File: config.mk
export PLATFORM = sky130hd
export DESIGN_NAME = d_input_debouncer
export DESIGN_NICKNAME = d
export VERILOG_FILES = /design/src/rtl/d_input_debouncer.sv
export SDC_FILE = /design/constraint.sdc
export NUM_CORES = 1
export LEC_CHECK = 0
export CORE_AREA = 2 2 39 41
export CTS_CLUSTER_SIZE = 20
export DETAILED_ROUTE_END_ITERATION = 12
export DIE_AREA = 0 0 41 43
export PLACE_DENSITY = 0.74
export SLEW_MARGIN = 20
export SYNTH_ARGS = -nofsm -noshare
export SYNTH_HDL_FRONTEND = slang
export SYNTH_SLANG_ARGS = --single-unit
File: constraint.sdc
create_clock -name clk -period 1.75 [get_ports clk]
set_clock_uncertainty 0.05 [all_clocks]
set_input_delay 0.35 -clock clk [delete_from_list [all_inputs] [get_ports clk]]
set_output_delay 0.35 -clock clk [all_outputs]
set_load 0.005 [all_outputs]
File: src/rtl/d_input_debouncer.sv
// Synchronizes and debounces a raw level for the d input of a downstream latch,
// with one-cycle rise/fall strobes. Define DEBOUNCE_STATS_EN to build the glitch counter.
module d_input_debouncer #(
  parameter int SYNC_STAGES   = 2,
  parameter int STABLE_CYCLES = 4,
  parameter int GLITCH_W      = 8
) (
  input  logic                clk,
  input  logic                reset,
  input  logic                d_raw,
  output logic                d,
  output logic                rise,
  output logic                fall,
  output logic [GLITCH_W-1:0] glitch_cnt
);

  localparam int CNT_W = $clog2(STABLE_CYCLES + 1);
  localparam logic [CNT_W-1:0] CNT_LAST = CNT_W'(STABLE_CYCLES - 1);
  localparam logic [CNT_W-1:0] CNT_ONE  = CNT_W'(1);

  generate
    if (SYNC_STAGES < 2 || SYNC_STAGES > 4) begin : g_bad_sync_stages
      $error("d_input_debouncer: SYNC_STAGES must be in 2..4");
    end
    if (STABLE_CYCLES < 2 || STABLE_CYCLES > 255) begin : g_bad_stable_cycles
      $error("d_input_debouncer: STABLE_CYCLES must be in 2..255");
    end
    if (GLITCH_W < 1) begin : g_bad_glitch_w
      $error("d_input_debouncer: GLITCH_W must be at least 1");
    end
  endgenerate

  typedef enum logic [1:0] {
    IDLE_LOW   = 2'd0,
    CHECK_HIGH = 2'd1,
    IDLE_HIGH  = 2'd2,
    CHECK_LOW  = 2'd3
  } state_t;

  logic [SYNC_STAGES-1:0] sync_q, sync_d;
  logic                   s;
  state_t                 state_q, state_d;
  logic [CNT_W-1:0]       cnt_q, cnt_d;
  logic                   d_q, d_d;
  logic                   rise_q, rise_d;
  logic                   fall_q, fall_d;

  // Synchronizer chain: d_raw enters at bit 0, s is the oldest sample.
  always_comb begin
    sync_d = {sync_q[SYNC_STAGES-2:0], d_raw};
  end

  assign s = sync_q[SYNC_STAGES-1];

  always_ff @(posedge clk or posedge reset) begin
    if (reset) begin
      sync_q <= '0;
    end else begin
      sync_q <= sync_d;
    end
  end

  // Qualification FSM: a new level must be seen STABLE_CYCLES times in a row.
  always_comb begin
    state_d = state_q;
    cnt_d   = cnt_q;
    d_d     = d_q;
    rise_d  = 1'b0;
    fall_d  = 1'b0;
    unique case (state_q)
      IDLE_LOW: begin
        if (s) begin
          state_d = CHECK_HIGH;
          cnt_d   = CNT_ONE;
        end
      end
      CHECK_HIGH: begin
        if (!s) begin
          state_d = IDLE_LOW;
        end else if (cnt_q == CNT_LAST) begin
          state_d = IDLE_HIGH;
          d_d     = 1'b1;
          rise_d  = 1'b1;
        end else begin
          cnt_d = cnt_q + CNT_ONE;
        end
      end
      IDLE_HIGH: begin
        if (!s) begin
          state_d = CHECK_LOW;
          cnt_d   = CNT_ONE;
        end
      end
      CHECK_LOW: begin
        if (s) begin
          state_d = IDLE_HIGH;
        end else if (cnt_q == CNT_LAST) begin
          state_d = IDLE_LOW;
          d_d     = 1'b0;
          fall_d  = 1'b1;
        end else begin
          cnt_d = cnt_q + CNT_ONE;
        end
      end
      default: begin
        state_d = IDLE_LOW;
        cnt_d   = '0;
        d_d     = 1'b0;
      end
    endcase
  end

  always_ff @(posedge clk or posedge reset) begin
    if (reset) begin
      state_q <= IDLE_LOW;
      cnt_q   <= '0;
      d_q     <= 1'b0;
      rise_q  <= 1'b0;
      fall_q  <= 1'b0;
    end else begin
      state_q <= state_d;
      cnt_q   <= cnt_d;
      d_q     <= d_d;
      rise_q  <= rise_d;
      fall_q  <= fall_d;
    end
  end

  assign d    = d_q;
  assign rise = rise_q;
  assign fall = fall_q;

`ifdef DEBOUNCE_STATS_EN
  logic                glitch_evt;
  logic [GLITCH_W-1:0] glitch_cnt_q, glitch_cnt_d;

  // An abort is a CHECK state seeing the old level again before qualifying.
  assign glitch_evt = ((state_q == CHECK_HIGH) && !s) || ((state_q == CHECK_LOW) && s);

  always_comb begin
    glitch_cnt_d = glitch_cnt_q;
    if (glitch_evt && (glitch_cnt_q != '1)) begin
      glitch_cnt_d = glitch_cnt_q + GLITCH_W'(1);
    end
  end

  always_ff @(posedge clk or posedge reset) begin
    if (reset) begin
      glitch_cnt_q <= '0;
    end else begin
      glitch_cnt_q <= glitch_cnt_d;
    end
  end

  assign glitch_cnt = glitch_cnt_q;
`else
  assign glitch_cnt = '0;
`endif

endmodule
==> results of run 1 <==
[report_power, final]
group / leakage (nW) / internal (mW) / switching (mW)
Clock: 0.0210 / 0.126 / 0.0770
Sequential: 0.126 / 0.295 / 0.0636
Combinational: 0.115 / 0.125 / 0.124
Total: 0.261 / 0.546 / 0.265
[routing by layer]
layer / GRT usage, % / share of wire [%] / routed length (µm) / up-vias
met5: 0 / 0 / 0 / -
met4: 6.00 / 2.0 / 13 / 0
met3: 4.71 / 6.0 / 39 / 2
met2: 15.0 / 49 / 315 / 10
met1: 13.5 / 43 / 277 / 140
li1: - / - / - / 148
[placed cells by master, fill, tap and decap left out]
cell type / count
sky130_fd_sc_hd__a21boi_1: 1
sky130_fd_sc_hd__a21o_1: 1
sky130_fd_sc_hd__a21oi_1: 4
sky130_fd_sc_hd__a31o_1: 1
sky130_fd_sc_hd__a31oi_1: 2
sky130_fd_sc_hd__clkbuf_4: 3
sky130_fd_sc_hd__clkbuf_8: 1
sky130_fd_sc_hd__clkdlybuf4s50_1: 5
sky130_fd_sc_hd__conb_1: 8
sky130_fd_sc_hd__dfrtp_1: 10
sky130_fd_sc_hd__ha_1: 3
sky130_fd_sc_hd__inv_1: 2
sky130_fd_sc_hd__mux2_1: 1
sky130_fd_sc_hd__nand2_1: 2
sky130_fd_sc_hd__nor2_1: 1
sky130_fd_sc_hd__nor3_1: 1
sky130_fd_sc_hd__nor3b_1: 1
sky130_fd_sc_hd__nor3b_2: 1
sky130_fd_sc_hd__o21ai_1: 1
sky130_fd_sc_hd__xnor2_1: 1
sky130_fd_sc_hd__xor2_1: 1
[synthesized netlist by cell type]
| cell | instances |
|---|---|
| sky130_fd_sc_hd__dfrtp_1 | 10 |
| sky130_fd_sc_hd__buf_4 | 8 |
| sky130_fd_sc_hd__a21oi_1 | 4 |
| sky130_fd_sc_hd__ha_1 | 3 |
| sky130_fd_sc_hd__a31oi_1 | 2 |
| sky130_fd_sc_hd__inv_1 | 2 |
| sky130_fd_sc_hd__nand2_1 | 2 |
| sky130_fd_sc_hd__a21boi_1 | 1 |
| sky130_fd_sc_hd__a21o_1 | 1 |
| sky130_fd_sc_hd__a31o_1 | 1 |
| sky130_fd_sc_hd__buf_2 | 1 |
| sky130_fd_sc_hd__conb_1 | 1 |
| sky130_fd_sc_hd__mux2_1 | 1 |
| sky130_fd_sc_hd__nor2_1 | 1 |
| sky130_fd_sc_hd__nor3_1 | 1 |
| sky130_fd_sc_hd__nor3b_1 | 1 |
| sky130_fd_sc_hd__nor3b_2 | 1 |
| sky130_fd_sc_hd__o21ai_1 | 1 |
| sky130_fd_sc_hd__xnor2_1 | 1 |
| sky130_fd_sc_hd__xor2_1 | 1 |
[how the worst min path moves through the flow]
stage          cells after the start                    endpoint  slack (ns)
2_1_floorplan                      1  asynchronous set/reset pin        0.14
3_3_place_gp                       0                   sync_q[1]        0.28
3_5_place_dp                       0                   sync_q[1]        0.29
4_1_cts                            0                   sync_q[1]        0.31
5_1_grt                            0                   sync_q[1]        0.31
6_report                           2                    cnt_q[1]        0.30
[stage by stage]
step | cell area (µm²) | hold WS, ns
after floorplan | 517 | 0.140
after global placement | 522 | 0.285
after global routing | 558 | 0.311
after CTS | 558 | 0.306
final | 558 | 0.304
after detailed placement | 522 | 0.291
[registers in the layout (all words and copies together) (netlist names), named ones only]
name     cells
cnt_q        3
sync_q       2
d            1
fall         1
rise         1
state_q      1
[final cells by class]
type	instances	area, µm²	share of cell area [%]
Tap cell	16	20.0	3.59
Timing Repair Buffer	5	50.0	8.97
Clock buffer	4	36.3	6.50
Sequential cell	10	250	44.8
Inverter	2	7.51	1.35
Multi-Input combinational cell	30	194	34.8
[cells by family after synthesis]
logic type | Yosys count | synth area share, %
adder cells (fa/ha/maj) | 3 | 7.65
flip-flops | 10 | 51.0
AO/OA/AOI/OAI | 10 | 12.5
XOR/XNOR | 2 | 3.57
multiplexers | 1 | 2.30
AND/OR/NAND/NOR | 6 | 7.40
other | 1 | 0.765
buffers and inverters | 11 | 14.8
==> results.yml, run 1 <==
finish:
  area_delta_synth_final_pct: 13.8
  nets: 58
  filler_cell_count: 135
  final_cells: 67
  fin_util_pct: 40.3
  final_antenna_diode_count: 0
  post_route_cells_drive_above_1_share_pct: 9.80
die:
  fp-row-count: 14
  io_pins: 14
  die_w_um: 41
  start_util_pct: 35.4
  core_region_area_um2: 1380
  dieArea_um2: 1760
  die_span_y_um: 43
route:
  dr.pass1.iters: 2
  initialDrtViolationCount: 4
  wire_per_inst_um: 9.64
  route.antenna.remaining_nets: 0
  number_of_vias_per_cell_after_detailed_routing: 4.48
  vias: 300
  remaining_drc_errors: 0
  postRouteWirelength_um: 646
clocking:
  clkSinkCount: 10
  htree_num_levels: 1
  tritoncts: "done"
  post-cts-setup-buffer-count: 0
  cts.clk_slew.worst_paths_ns: 0.06
  tritoncts.num_buffers: 3
  worst_skew_pair.late_latency_ns: 0.26
  ctsHoldBuffers: 0
  cts_root_buffer: "sky130_fd_sc_hd__clkbuf_4"
  clk_path_buf_depth: 2
  cts-resized-gates: 0
pwr:
  vdd.ir_drop.worst_v: 0.000646
  total_leakage_power_nw: 0.261
  power_per_cell_area_nw_per_um2: 1450
  report.power.total_mw: 0.811
timing:
  final-setup-viol-count: 0
  rsz_0062_raised_after_global_routing: "no"
  post-route-period-util_pct: 86.6
  final_hold_viols: 0
  timing.fmax_mhz: 660
  final_period_minus_worst_setup_slack_ns: 1.51
  timing.setup.tns_ns: 0
  finalMaxSlewViolations: 0
  worst_slack_ns: 0.235
synth:
  synth.yosys.seq_area_share_pct: 51.0
  synthCells: 44
  count_of_unique_library_cells_instantiated_by_yosys: 20
  yosysTopAreaCellShare_pct: 51.0
  synth_warn: 0
  post_synth.cell_area_avg_um2: 11.1
  post_synth_main_area_contributors: "sky130_fd_sc_hd__dfrtp_1, sky130_fd_sc_hd__buf_4, sky130_fd_sc_hd__ha_1, sky130_fd_sc_hd__a21oi_1, sky130_fd_sc_hd__a31oi_1"
  synth.cell_area_um2: 490
  yosys.area.top_type: "sky130_fd_sc_hd__dfrtp_1"
  synth-seq-cells: 10
critical_path:
  critical_path.top_delay_family: "buffers and inverters"
  critPathMaxStageDelay_ns: 0.50
  startpoint_type: "flop"
  crit_slowest_cell: "sky130_fd_sc_hd__clkdlybuf4s50_1"
  r2r_cells: 5
  cp_data_arrival_time_ns: 1.11
  cp-endpoint: "d"
  cp.required_ns: 1.35
  worstPathMaxFanout: 3
  critical_path.reg2reg.endpoint: "cnt_q[1]"
  cp_num_buf_inv: 1
  stages_on_worst_setup_path: 1
  crit_path_cell_chain: "clkdlybuf4s50_1"
  critical_path_source: "d"
  worst-r2r-setup-slack_ns: 0.29
  critical_path.endpoint_type: "output pin"
  critical_path_class: "flop to output pin"
  regToRegStartpoint: "cnt_q[0]"
placed_design:
  dp_hpwl_um: 481
  detailedPlace.worstSlack_ns: 0.309
  dp_cells: 63
  port_buffers: 5
  gp_congestion: 0.740
grt:
  grt_antenna_before_repair: 0
  global_route_usage_over_all_layers_pct: 10.8
  grt_pass1_vias: 296
  overflow_left_after_global_routing: 0
  grt_pass1_wl_um: 1210
  pin_count_of_the_biggest_net_entering_global_routing: 11
min_path:
  hold_path_class: "input pin to asynchronous set/reset pin"
outcome:
  outcome: "finished clean"
flow_run:
  maxCapViolations: 0
Note: power is estimated with default switching activity, not from simulation.
==> inputs of run 2 (changes only) <==
--- a/config.mk
+++ b/config.mk
@@ -9,6 +9,7 @@
 export CTS_CLUSTER_SIZE = 20
 export DETAILED_ROUTE_END_ITERATION = 12
 export DIE_AREA = 0 0 41 43
+export GPL_ROUTABILITY_DRIVEN = 0
 export PLACE_DENSITY = 0.74
 export SLEW_MARGIN = 20
 export SYNTH_ARGS = -nofsm -noshare
==> results of run 2 <==
Final layout, timing and power as in run 1 (identical DEF).
==> inputs of run 3 (changes only) <==
--- a/config.mk
+++ b/config.mk
@@ -10,8 +10,8 @@
 export DETAILED_ROUTE_END_ITERATION = 12
 export DIE_AREA = 0 0 41 43
 export GPL_ROUTABILITY_DRIVEN = 0
+export HOLD_SLACK_MARGIN = 0.05
 export PLACE_DENSITY = 0.74
-export SLEW_MARGIN = 20
 export SYNTH_ARGS = -nofsm -noshare
 export SYNTH_HDL_FRONTEND = slang
 export SYNTH_SLANG_ARGS = --single-unit
==> results of run 3 <==
Final layout, timing and power as in run 1 (identical DEF).
